`src/rtl/umem_pkg.sv`:
```
// Shared types and defaults for the memory-access bridge.
// Latency: n/a (declarations only).
// Backpressure: n/a.
package umem_pkg;

    typedef enum logic [1:0] {
        ST_IDLE = 2'b00,
        ST_WAIT = 2'b01,
        ST_DONE = 2'b10
    } state_t;

    // Failure cause of the last access; only "none vs. other" reaches a port today,
    // the individual codes are kept for a future status register.
    typedef enum logic [1:0] {
        ERR_NONE     = 2'd0,
        ERR_MISALIGN = 2'd1,
        ERR_CONFLICT = 2'd2,
        ERR_TIMEOUT  = 2'd3
    } err_cause_t;

    localparam int DEFAULT_TIMEOUT_CYCLES = 200;

endpackage

```
`src/rtl/umem_timeout_counter.sv`:
```
// Saturating wait-state counter with an expire flag at TIMEOUT_CYCLES-1.
// Latency: count updates one cycle after enable; expire is combinational from the count.
// Backpressure: none; clear has priority over enable, count never wraps.
module umem_timeout_counter
    import umem_pkg::*;
#(
    parameter int TIMEOUT_WIDTH  = 8,
    parameter int TIMEOUT_CYCLES = DEFAULT_TIMEOUT_CYCLES
) (
    input  logic i_clk,
    input  logic i_rst_n,
    input  logic i_clear,
    input  logic i_enable,
    output logic o_expire
);

    logic [TIMEOUT_WIDTH-1:0] r_count;

    // Count enabled cycles, holding at all-ones instead of wrapping.
    always_ff @(posedge i_clk or negedge i_rst_n) begin
        if (!i_rst_n) begin
            r_count <= '0;
        end else if (i_clear) begin
            r_count <= '0;
        end else if (i_enable && (r_count != {TIMEOUT_WIDTH{1'b1}})) begin
            r_count <= r_count + 1'b1;
        end
    end

    assign o_expire = (r_count == TIMEOUT_WIDTH'(TIMEOUT_CYCLES - 1));

endmodule

```
`src/rtl/umem_bridge.sv`:
```
// Memory-access stage: turns RD/WR strobes into a req/ready memory transaction and a one-cycle ACK.
// Latency: ACK 2 cycles after the strobe is sampled with zero-wait memory, +1 per wait state; 1 cycle for rejected accesses.
// Backpressure: memory stalls via Ready=0 up to TIMEOUT_CYCLES, then the access is aborted with Error.
module umem_bridge
    import umem_pkg::*;
#(
    parameter int DATAWIDTH_BUS  = 32,
    parameter int DATAWIDTH_ADDR = 32,
    parameter int TIMEOUT_WIDTH  = 8,
    parameter int TIMEOUT_CYCLES = DEFAULT_TIMEOUT_CYCLES
) (
    input  logic                      UMEMBRIDGE_CLOCK_50,
    input  logic                      UMEMBRIDGE_ResetInLow_In,
    input  logic                      UMEMBRIDGE_RD_In,
    input  logic                      UMEMBRIDGE_WR_In,
    input  logic [DATAWIDTH_ADDR-1:0] UMEMBRIDGE_Address_InBus,
    input  logic [DATAWIDTH_BUS-1:0]  UMEMBRIDGE_WriteData_InBus,
    output logic                      UMEMBRIDGE_ACK_Out,
    output logic [DATAWIDTH_BUS-1:0]  UMEMBRIDGE_ReadData_OutBus,
    output logic                      UMEMBRIDGE_Error_Out,
    output logic                      UMEMBRIDGE_MemReq_Out,
    output logic                      UMEMBRIDGE_MemWE_Out,
    output logic [DATAWIDTH_ADDR-1:0] UMEMBRIDGE_MemAddr_OutBus,
    output logic [DATAWIDTH_BUS-1:0]  UMEMBRIDGE_MemWData_OutBus,
    input  logic [DATAWIDTH_BUS-1:0]  UMEMBRIDGE_MemRData_InBus,
    input  logic                      UMEMBRIDGE_MemReady_In
);

    state_t                    r_state;
    state_t                    w_next_state;
    logic                      w_start;
    logic                      w_finish;
    err_cause_t                w_cause;
    err_cause_t                r_cause;
    logic                      w_expire;
    logic                      r_req;
    logic                      r_we;
    logic [DATAWIDTH_ADDR-1:0] r_addr;
    logic [DATAWIDTH_BUS-1:0]  r_wdata;
    logic [DATAWIDTH_BUS-1:0]  r_rdata;

    umem_timeout_counter #(
        .TIMEOUT_WIDTH  (TIMEOUT_WIDTH),
        .TIMEOUT_CYCLES (TIMEOUT_CYCLES)
    ) u_timeout (
        .i_clk    (UMEMBRIDGE_CLOCK_50),
        .i_rst_n  (UMEMBRIDGE_ResetInLow_In),
        .i_clear  (r_state != ST_WAIT),
        .i_enable (r_state == ST_WAIT),
        .o_expire (w_expire)
    );

    // State register.
    always_ff @(posedge UMEMBRIDGE_CLOCK_50 or negedge UMEMBRIDGE_ResetInLow_In) begin
        if (!UMEMBRIDGE_ResetInLow_In) begin
            r_state <= ST_IDLE;
        end else begin
            r_state <= w_next_state;
        end
    end

    // Next state, plus start/finish strobes and the failure cause of the access being closed.
    always_comb begin
        w_next_state = r_state;
        w_start      = 1'b0;
        w_finish     = 1'b0;
        w_cause      = ERR_NONE;
        case (r_state)
            ST_IDLE: begin
                if ((UMEMBRIDGE_RD_In ^ UMEMBRIDGE_WR_In) && (UMEMBRIDGE_Address_InBus[1:0] == 2'b00)) begin
                    w_next_state = ST_WAIT;
                    w_start      = 1'b1;
                end else if (UMEMBRIDGE_RD_In && UMEMBRIDGE_WR_In) begin
                    w_next_state = ST_DONE;
                    w_finish     = 1'b1;
                    w_cause      = ERR_CONFLICT;
                end else if (UMEMBRIDGE_RD_In || UMEMBRIDGE_WR_In) begin
                    w_next_state = ST_DONE;
                    w_finish     = 1'b1;
                    w_cause      = ERR_MISALIGN;
                end
            end
            ST_WAIT: begin
                // Ready beats a simultaneous timeout.
                if (UMEMBRIDGE_MemReady_In) begin
                    w_next_state = ST_DONE;
                    w_finish     = 1'b1;
                end else if (w_expire) begin
                    w_next_state = ST_DONE;
                    w_finish     = 1'b1;
                    w_cause      = ERR_TIMEOUT;
                end
            end
            ST_DONE: begin
                w_next_state = ST_IDLE;
            end
            default: begin
                w_next_state = ST_IDLE;
            end
        endcase
    end

    // Memory-side request registers, captured read data and the pending failure cause.
    always_ff @(posedge UMEMBRIDGE_CLOCK_50 or negedge UMEMBRIDGE_ResetInLow_In) begin
        if (!UMEMBRIDGE_ResetInLow_In) begin
            r_req   <= 1'b0;
            r_we    <= 1'b0;
            r_addr  <= '0;
            r_wdata <= '0;
            r_rdata <= '0;
            r_cause <= ERR_NONE;
        end else begin
            if (w_start) begin
                r_req   <= 1'b1;
                r_we    <= UMEMBRIDGE_WR_In;
                r_addr  <= {2'b00, UMEMBRIDGE_Address_InBus[DATAWIDTH_ADDR-1:2]};
                r_wdata <= UMEMBRIDGE_WriteData_InBus;
            end
            if ((r_state == ST_WAIT) && w_finish) begin
                r_req <= 1'b0;
                if (UMEMBRIDGE_MemReady_In && !r_we) begin
                    r_rdata <= UMEMBRIDGE_MemRData_InBus;
                end
            end
            if (w_finish) begin
                r_cause <= w_cause;
            end
        end
    end

    assign UMEMBRIDGE_ACK_Out         = (r_state == ST_DONE);
    assign UMEMBRIDGE_Error_Out       = (r_state == ST_DONE) && (r_cause != ERR_NONE);
    assign UMEMBRIDGE_ReadData_OutBus = r_rdata;
    assign UMEMBRIDGE_MemReq_Out      = r_req;
    assign UMEMBRIDGE_MemWE_Out       = r_we;
    assign UMEMBRIDGE_MemAddr_OutBus  = r_addr;
    assign UMEMBRIDGE_MemWData_OutBus = r_wdata;

endmodule

```
`config.mk`:
```
export PLATFORM = sky130hd
export DESIGN_NAME = umem_bridge
export DESIGN_NICKNAME = d
export VERILOG_FILES = /design/src/rtl/umem_pkg.sv /design/src/rtl/umem_timeout_counter.sv /design/src/rtl/umem_bridge.sv
export SDC_FILE = /design/constraint.sdc
export NUM_CORES = 1
export LEC_CHECK = 0
export ABC_AREA = 1
export BUFFER_PORTS_ARGS = -buffer_cell sky130_fd_sc_hd__buf_4
export CAP_MARGIN = 20
export CORE_UTILIZATION = 43
export DETAILED_ROUTE_END_ITERATION = 8
export PLACE_DENSITY_LB_ADDON = 0.3
export SYNTH_ARGS = -nofsm -noshare
export SYNTH_HDL_FRONTEND = slang
export SYNTH_HIERARCHICAL = 1
export SYNTH_SLANG_ARGS = --single-unit
export TNS_END_PERCENT = 1
```
`constraint.sdc`:
```
create_clock -name UMEMBRIDGE_CLOCK_50 -period 1.65 [get_ports UMEMBRIDGE_CLOCK_50]
set_clock_uncertainty 0.1 [all_clocks]
set_input_delay 0.165 -clock UMEMBRIDGE_CLOCK_50 [delete_from_list [all_inputs] [get_ports UMEMBRIDGE_CLOCK_50]]
set_output_delay 0.165 -clock UMEMBRIDGE_CLOCK_50 [all_outputs]
set_load 0.01 [all_outputs]
```
Yosys cells after proc, flatten, opt, wreduce, memory -nomap -nowiden
Index checks and enable logic that the tools add are counted.
- output and inout bits: 100
- register bits after elaboration: 108
- logic and storage cells: 56
- equal/unequal tests: 7
- $add $sub $neg: 1
- muxes and demuxes: 24
- bitwise operators: 1
- reductions and logical operators: 15
- operators by type and width (kind ; number):
    2-to-1 mux 2 bit ; 9
    2-to-1 mux 8 bit ; 2
    2-to-1 mux 1 bit ; 10
    adder 8 x 1 -> 8 bit, second input constant ; 1
    equality test 8 bit, second input constant ; 1
    != test 8 bit, second input constant ; 1
    case mux 2 bit (2 select lines) ; 2
    logical AND 1 bit ; 6
    nonzero test 2 bit ; 3
    zero test 2 bit ; 2
    != test 4 bit, second input constant ; 1
    AND reduction 2 bit ; 2
    != test 3 bit, second input constant ; 1
    equality test 2 x 1 -> 1 bit, second input constant ; 1
    equality test 2 bit, second input constant ; 1
    != test 2 x 1 -> 1 bit, second input constant ; 1
    case mux 1 bit (2 select lines) ; 1
    zero test 1 bit ; 1
    logical OR 1 bit ; 1
    bitwise XOR 1 bit ; 1

Longest topological paths before layout
- word-level depth: 7
- gate-level depth with buffers: 9
- depth with buffers taken out: 9

Hierarchy
Netlist, hierarchy kept.
- by module, submodules not included (module ; cells each ; area an instance (sq um) ; times used):
    umem_bridge ; 452 ; 4078.9 ; 1
    umem_timeout_counter ; 71 ; 520.5 ; 1

Worst setup path before layout
No wires, ideal clock.
- path type: reg-to-reg
- start: register u_timeout.r_count[1]
- end: register r_rdata[10] (netlist: UMEMBRIDGE_ReadData_OutBus[10])
- slack: -40 ps
- setup time: 117 ps
- buffers on the path: 1
- cell stages (with the launch flop): 10
- arrival: 1473 ps
- cell sequence: dfrtp_1 > ha_1 > nand2_2 > nor3_1 > nor2_1 > nor2_4 > nand2_2 > buf_2 > nand2_1 > nand2_1
- cells in the longest elaborated chain, start to end: 6
- RTL lines (what ; line ; source):
    start: declaration ; umem_timeout_counter.sv:17 ; logic [TIMEOUT_WIDTH-1:0] r_count;
    start signal: assignment ; umem_timeout_counter.sv:26 ; r_count <= r_count + 1'b1;
    equality test 8 bit ; umem_timeout_counter.sv:30 ; assign o_expire = (r_count == TIMEOUT_WIDTH'(TIMEOUT_CYCLES - 1));
    via w_expire ; umem_bridge.sv:35 ; logic w_expire;
    2-to-1 mux 1 bit ; umem_bridge.sv:88 ; end else if (w_expire) begin
    2-to-1 mux 1 bit ; umem_bridge.sv:85 ; if (UMEMBRIDGE_MemReady_In) begin
    case mux 1 bit (2 select lines) ; umem_bridge.sv:68 ; case (r_state)
    logical AND 1 bit ; umem_bridge.sv:119 ; if ((r_state == ST_WAIT) && w_finish) begin
    AND reduction 2 bit (no line) ; - ;
    end signal: assignment ; umem_bridge.sv:122 ; r_rdata <= UMEMBRIDGE_MemRData_InBus;
    end: declaration ; umem_bridge.sv:40 ; logic [DATAWIDTH_BUS-1:0] r_rdata;
The timed path passes the listed nets, and every way through them passes these cells.
A chain may end at the register's enable or synchronous reset.

Worst setup path after layout
- start: register u_timeout.r_count[0]
- end: register r_rdata[26] (netlist: UMEMBRIDGE_ReadData_OutBus[26])
Same word-level chain as after synthesis.

==> results.ini <==
[outcome]
outcome=finished, final reports clean

[layout]
multi_input_area_mm2=0.00147
areaGrowthSynthToFinish_pct=62.8
num-nets-final=927
fillers=720
final_core_util_pct=72.2
antenna_cells=0
drive_gt1_share_pct=30.6
final_cells=963
final_cell_mix=210 x buf_4, 160 x nand2_1, 108 x dfrtp_1
seq_area_mm2=0.00270
layout_commonest_cell=buf_4

[route]
drcViolationCount=0
viasPerCell=4.68
wirelength_met1_mm=5.46
wl_met2_mm=6.85
dr.pass1.iters=4
wl_mm=13.6
drt-wirelength-per-cell_um=14.2
ant_nets=0
vias=4510
top_layer=met4
wl_met3_mm=1.06
drt_iter0_drc=278

[critical_path]
arrival_ps=1810
cp_slowest_cell=dfrtp_1
crit_required_ps=1820
start_kind=register
critPathMaxStageDelay_ps=370
path_buf_inv=1
cp_top_family=simple AND/OR/NAND/NOR gates
cp-end-kind=register
path_cells=ha_1, nand2_2, nor3_4, nor2_2, nor2_4, nand2_2, buf_12, nand2_1, nand2_1
reg2reg_depth=9
r2r_setup_slack_ps=8
worstPathMaxFanout=32
r2r_end=UMEMBRIDGE_ReadData_OutBus[26]
critPathKind=register to register
regToRegStartpoint=u_timeout/r_count[0]

[pwr]
p_switching_mw=3.81
swShare_pct=36.5
power_frac_clock_pct=14.8
seqPwrFrac_pct=43.2
internal-power_mw=6.62
pwr-share-comb_pct=42.0
irDropWorstVdd_uv=1020
power_leakage_nw=4.11
power.density_mw_per_mm2=1390

[die]
start_util_pct=44.4
rows=37
die_area_mm2=0.0111
pin_count=201
die_h_um=105
die_x_um=105
core_region_area_mm2=0.0104

[min_path]
hp-class=primary input to register
min-delay-start=UMEMBRIDGE_WR_In
whs_path_depth=3
holdPathEnd=UMEMBRIDGE_MemWE_Out

[yosys]
synthAdderAreaFrac_pct=1.09
ys_types=27
syn_area_per_cell_um2=8.79
netlist_instances=523
yosys.area.top_type=dfrtp_1
seq_area_frac_synth_pct=58.8
synth_top_family_by_area=simple AND/OR/NAND/NOR gates
synth_mux_area_share_pct=0
synthSimpleGateAreaFrac_pct=21.6
syn-cell-area_mm2=0.00460
netlist.area_leader.share_pct=58.8
synth_xor_area_share_pct=0.381
synth-seq-cells=108
synth_compound_area_share_pct=8.27
synth_area_leaders=dfrtp_1 59%, nand2_1 13%, inv_1 6.4%, nand3_1 4.9%, o21ai_0 4.8%
ys_warn_count=6

[grt]
grt_pass1_wl_mm=21.5
grt_max_degree=65
track_usage_pct=24.8
antenna_found_initial=0
grt_pass1_vias=4606
grt_overflow=0

[sta]
setup_viol=0
final.setup.tns_ps=0
fmaxAchievable_mhz=609
hold_violations=0
period_share_pct=99.5
rsz0062_at_grt=true
min_period_ps=1640
slew_violations=0

[placed_design]
place_inst=849
place.gp.congestion=0.821
dp_hpwl_mm=8.19
numPortBuffers=198

[cts]
clockBufferDepth=2
cts_root_buffer=clkbuf_8
cts_max_level=3
cts_tree=done
cts.clk_slew.worst_paths_ps=100
cts.sinks=108
cts_buffers=9
clk-insertion-delay-late_ps=370

[flow_run]
maxCapViolations=0

[area by class of cell]
class                           instances  area share [%]
Clock buffer                           10            1.84
Sequential cell                       108            36.1
Inverter                               80            4.08
Multi-Input combinational cell        311            19.7
Clock inverter                          6           0.652
Timing Repair Buffer                  312            35.4
Tap cell                              136            2.27
[layer usage]
layer,vias up,global-route usage [%]
li1,2195,-
met1,2109,28.8
met2,182,43.4
met3,24,6.99
met4,0,8.85
met5,-,0
[sequential cells by signal (all words and copies together) (netlist names)]
name and cells:
UMEMBRIDGE_ReadData_OutBus 32, UMEMBRIDGE_MemWE_Out 1, UMEMBRIDGE_MemReq_Out 1, r_cause 2, UMEMBRIDGE_MemAddr_OutBus 30, r_state 2, UMEMBRIDGE_MemWData_OutBus 32, u_timeout/r_count 8
[timing repair]
item	CTS	global route
cloned	0	0
setup endpoints to repair	33	34
pin swaps	2	1
endpoints found under the hold margin	203	0
setup buffers	2	0
hold buffers	96	0
resized for setup	3	1
[worst max path at each step]
| stage | start | to | slack (ps) | cells past startpoint |
|---|---|---|---|---|
| finish | u_timeout/r_count[0] | UMEMBRIDGE_ReadData_OutBus[26] | 8 | 9 |
| global route | u_timeout/r_count[0] | UMEMBRIDGE_ReadData_OutBus[5] | -110 | 9 |
| CTS | u_timeout/r_count[4] | UMEMBRIDGE_ReadData_OutBus[0] | 4 | 9 |
| detailed placement | u_timeout/r_count[0] | UMEMBRIDGE_ReadData_OutBus[18] | -80 | 8 |
| global placement | u_timeout/r_count[0] | UMEMBRIDGE_ReadData_OutBus[3] | -5 | 8 |
| floorplan | u_timeout/r_count[1] | UMEMBRIDGE_ReadData_OutBus[10] | 10 | 9 |
[power by group through the flow]
stage / Combinational (mW) / Sequential [mW] / Clock, mW
6_report: 4.37 / 4.51 / 1.54
2_1_floorplan: 1.20 / 4.94 / 0
3_3_place_gp: 4.01 / 4.45 / 0
5_1_grt: 4.76 / 4.63 / 1.67
3_5_place_dp: 4.13 / 4.47 / 0
4_1_cts: 4.30 / 4.45 / 1.58
[worst reg2reg max path: stages (launching register included)]
cell     delay [ps]
dfrtp_1         370
ha_1            180
nand2_2          80
nor3_4          200
nor2_2           80
nor2_4          140
nand2_2          80
buf_12          170
nand2_1          80
nand2_1          50
[logic make-up (layout without fill, tap and decap cells)]
family          Yosys count  after routing
xor+xnor                  2              2
compound gates           72             72
buf+inv                 105            408
simple gates            231            231
fa+ha+maj                 4              4
other cells               1              2
flops                   108            108
[metrics by stage]
step | setup slack [ps] | hold WS [ps] | cell area [um^2] | power, mW
4_1_cts | 3.58 | 10.5 | 7480 | 10.3
2_1_floorplan | 13.9 | -231 | 4610 | 6.14
5_1_grt | -113 | 80.3 | 7490 | 11.1
3_3_place_gp | -5.00 | -34.8 | 6310 | 8.46
6_report | 7.99 | 20.1 | 7490 | 10.4
3_5_place_dp | -83.6 | -31.3 | 6310 | 8.60
[synthesized netlist by cell type]
cell	n
clkinv_4	1
o21ai_0	44
nor2_2	1
inv_1	78
o21bai_1	1
xor2_1	2
nand3_1	45
nor2_1	10
clkbuf_1	8
o21a_1	1
o21ai_1	19
ha_1	4
nor3_1	2
nor2_4	4
nand2_4	2
nand2_1	160
conb_1	1
nand2_2	4
buf_6	4
buf_2	11
nand4_1	2
buf_4	2
inv_2	1
dfrtp_1	108
nand3_2	1
o21ai_2	4
a21oi_1	3
Note: power is estimated with default switching activity, not from simulation.
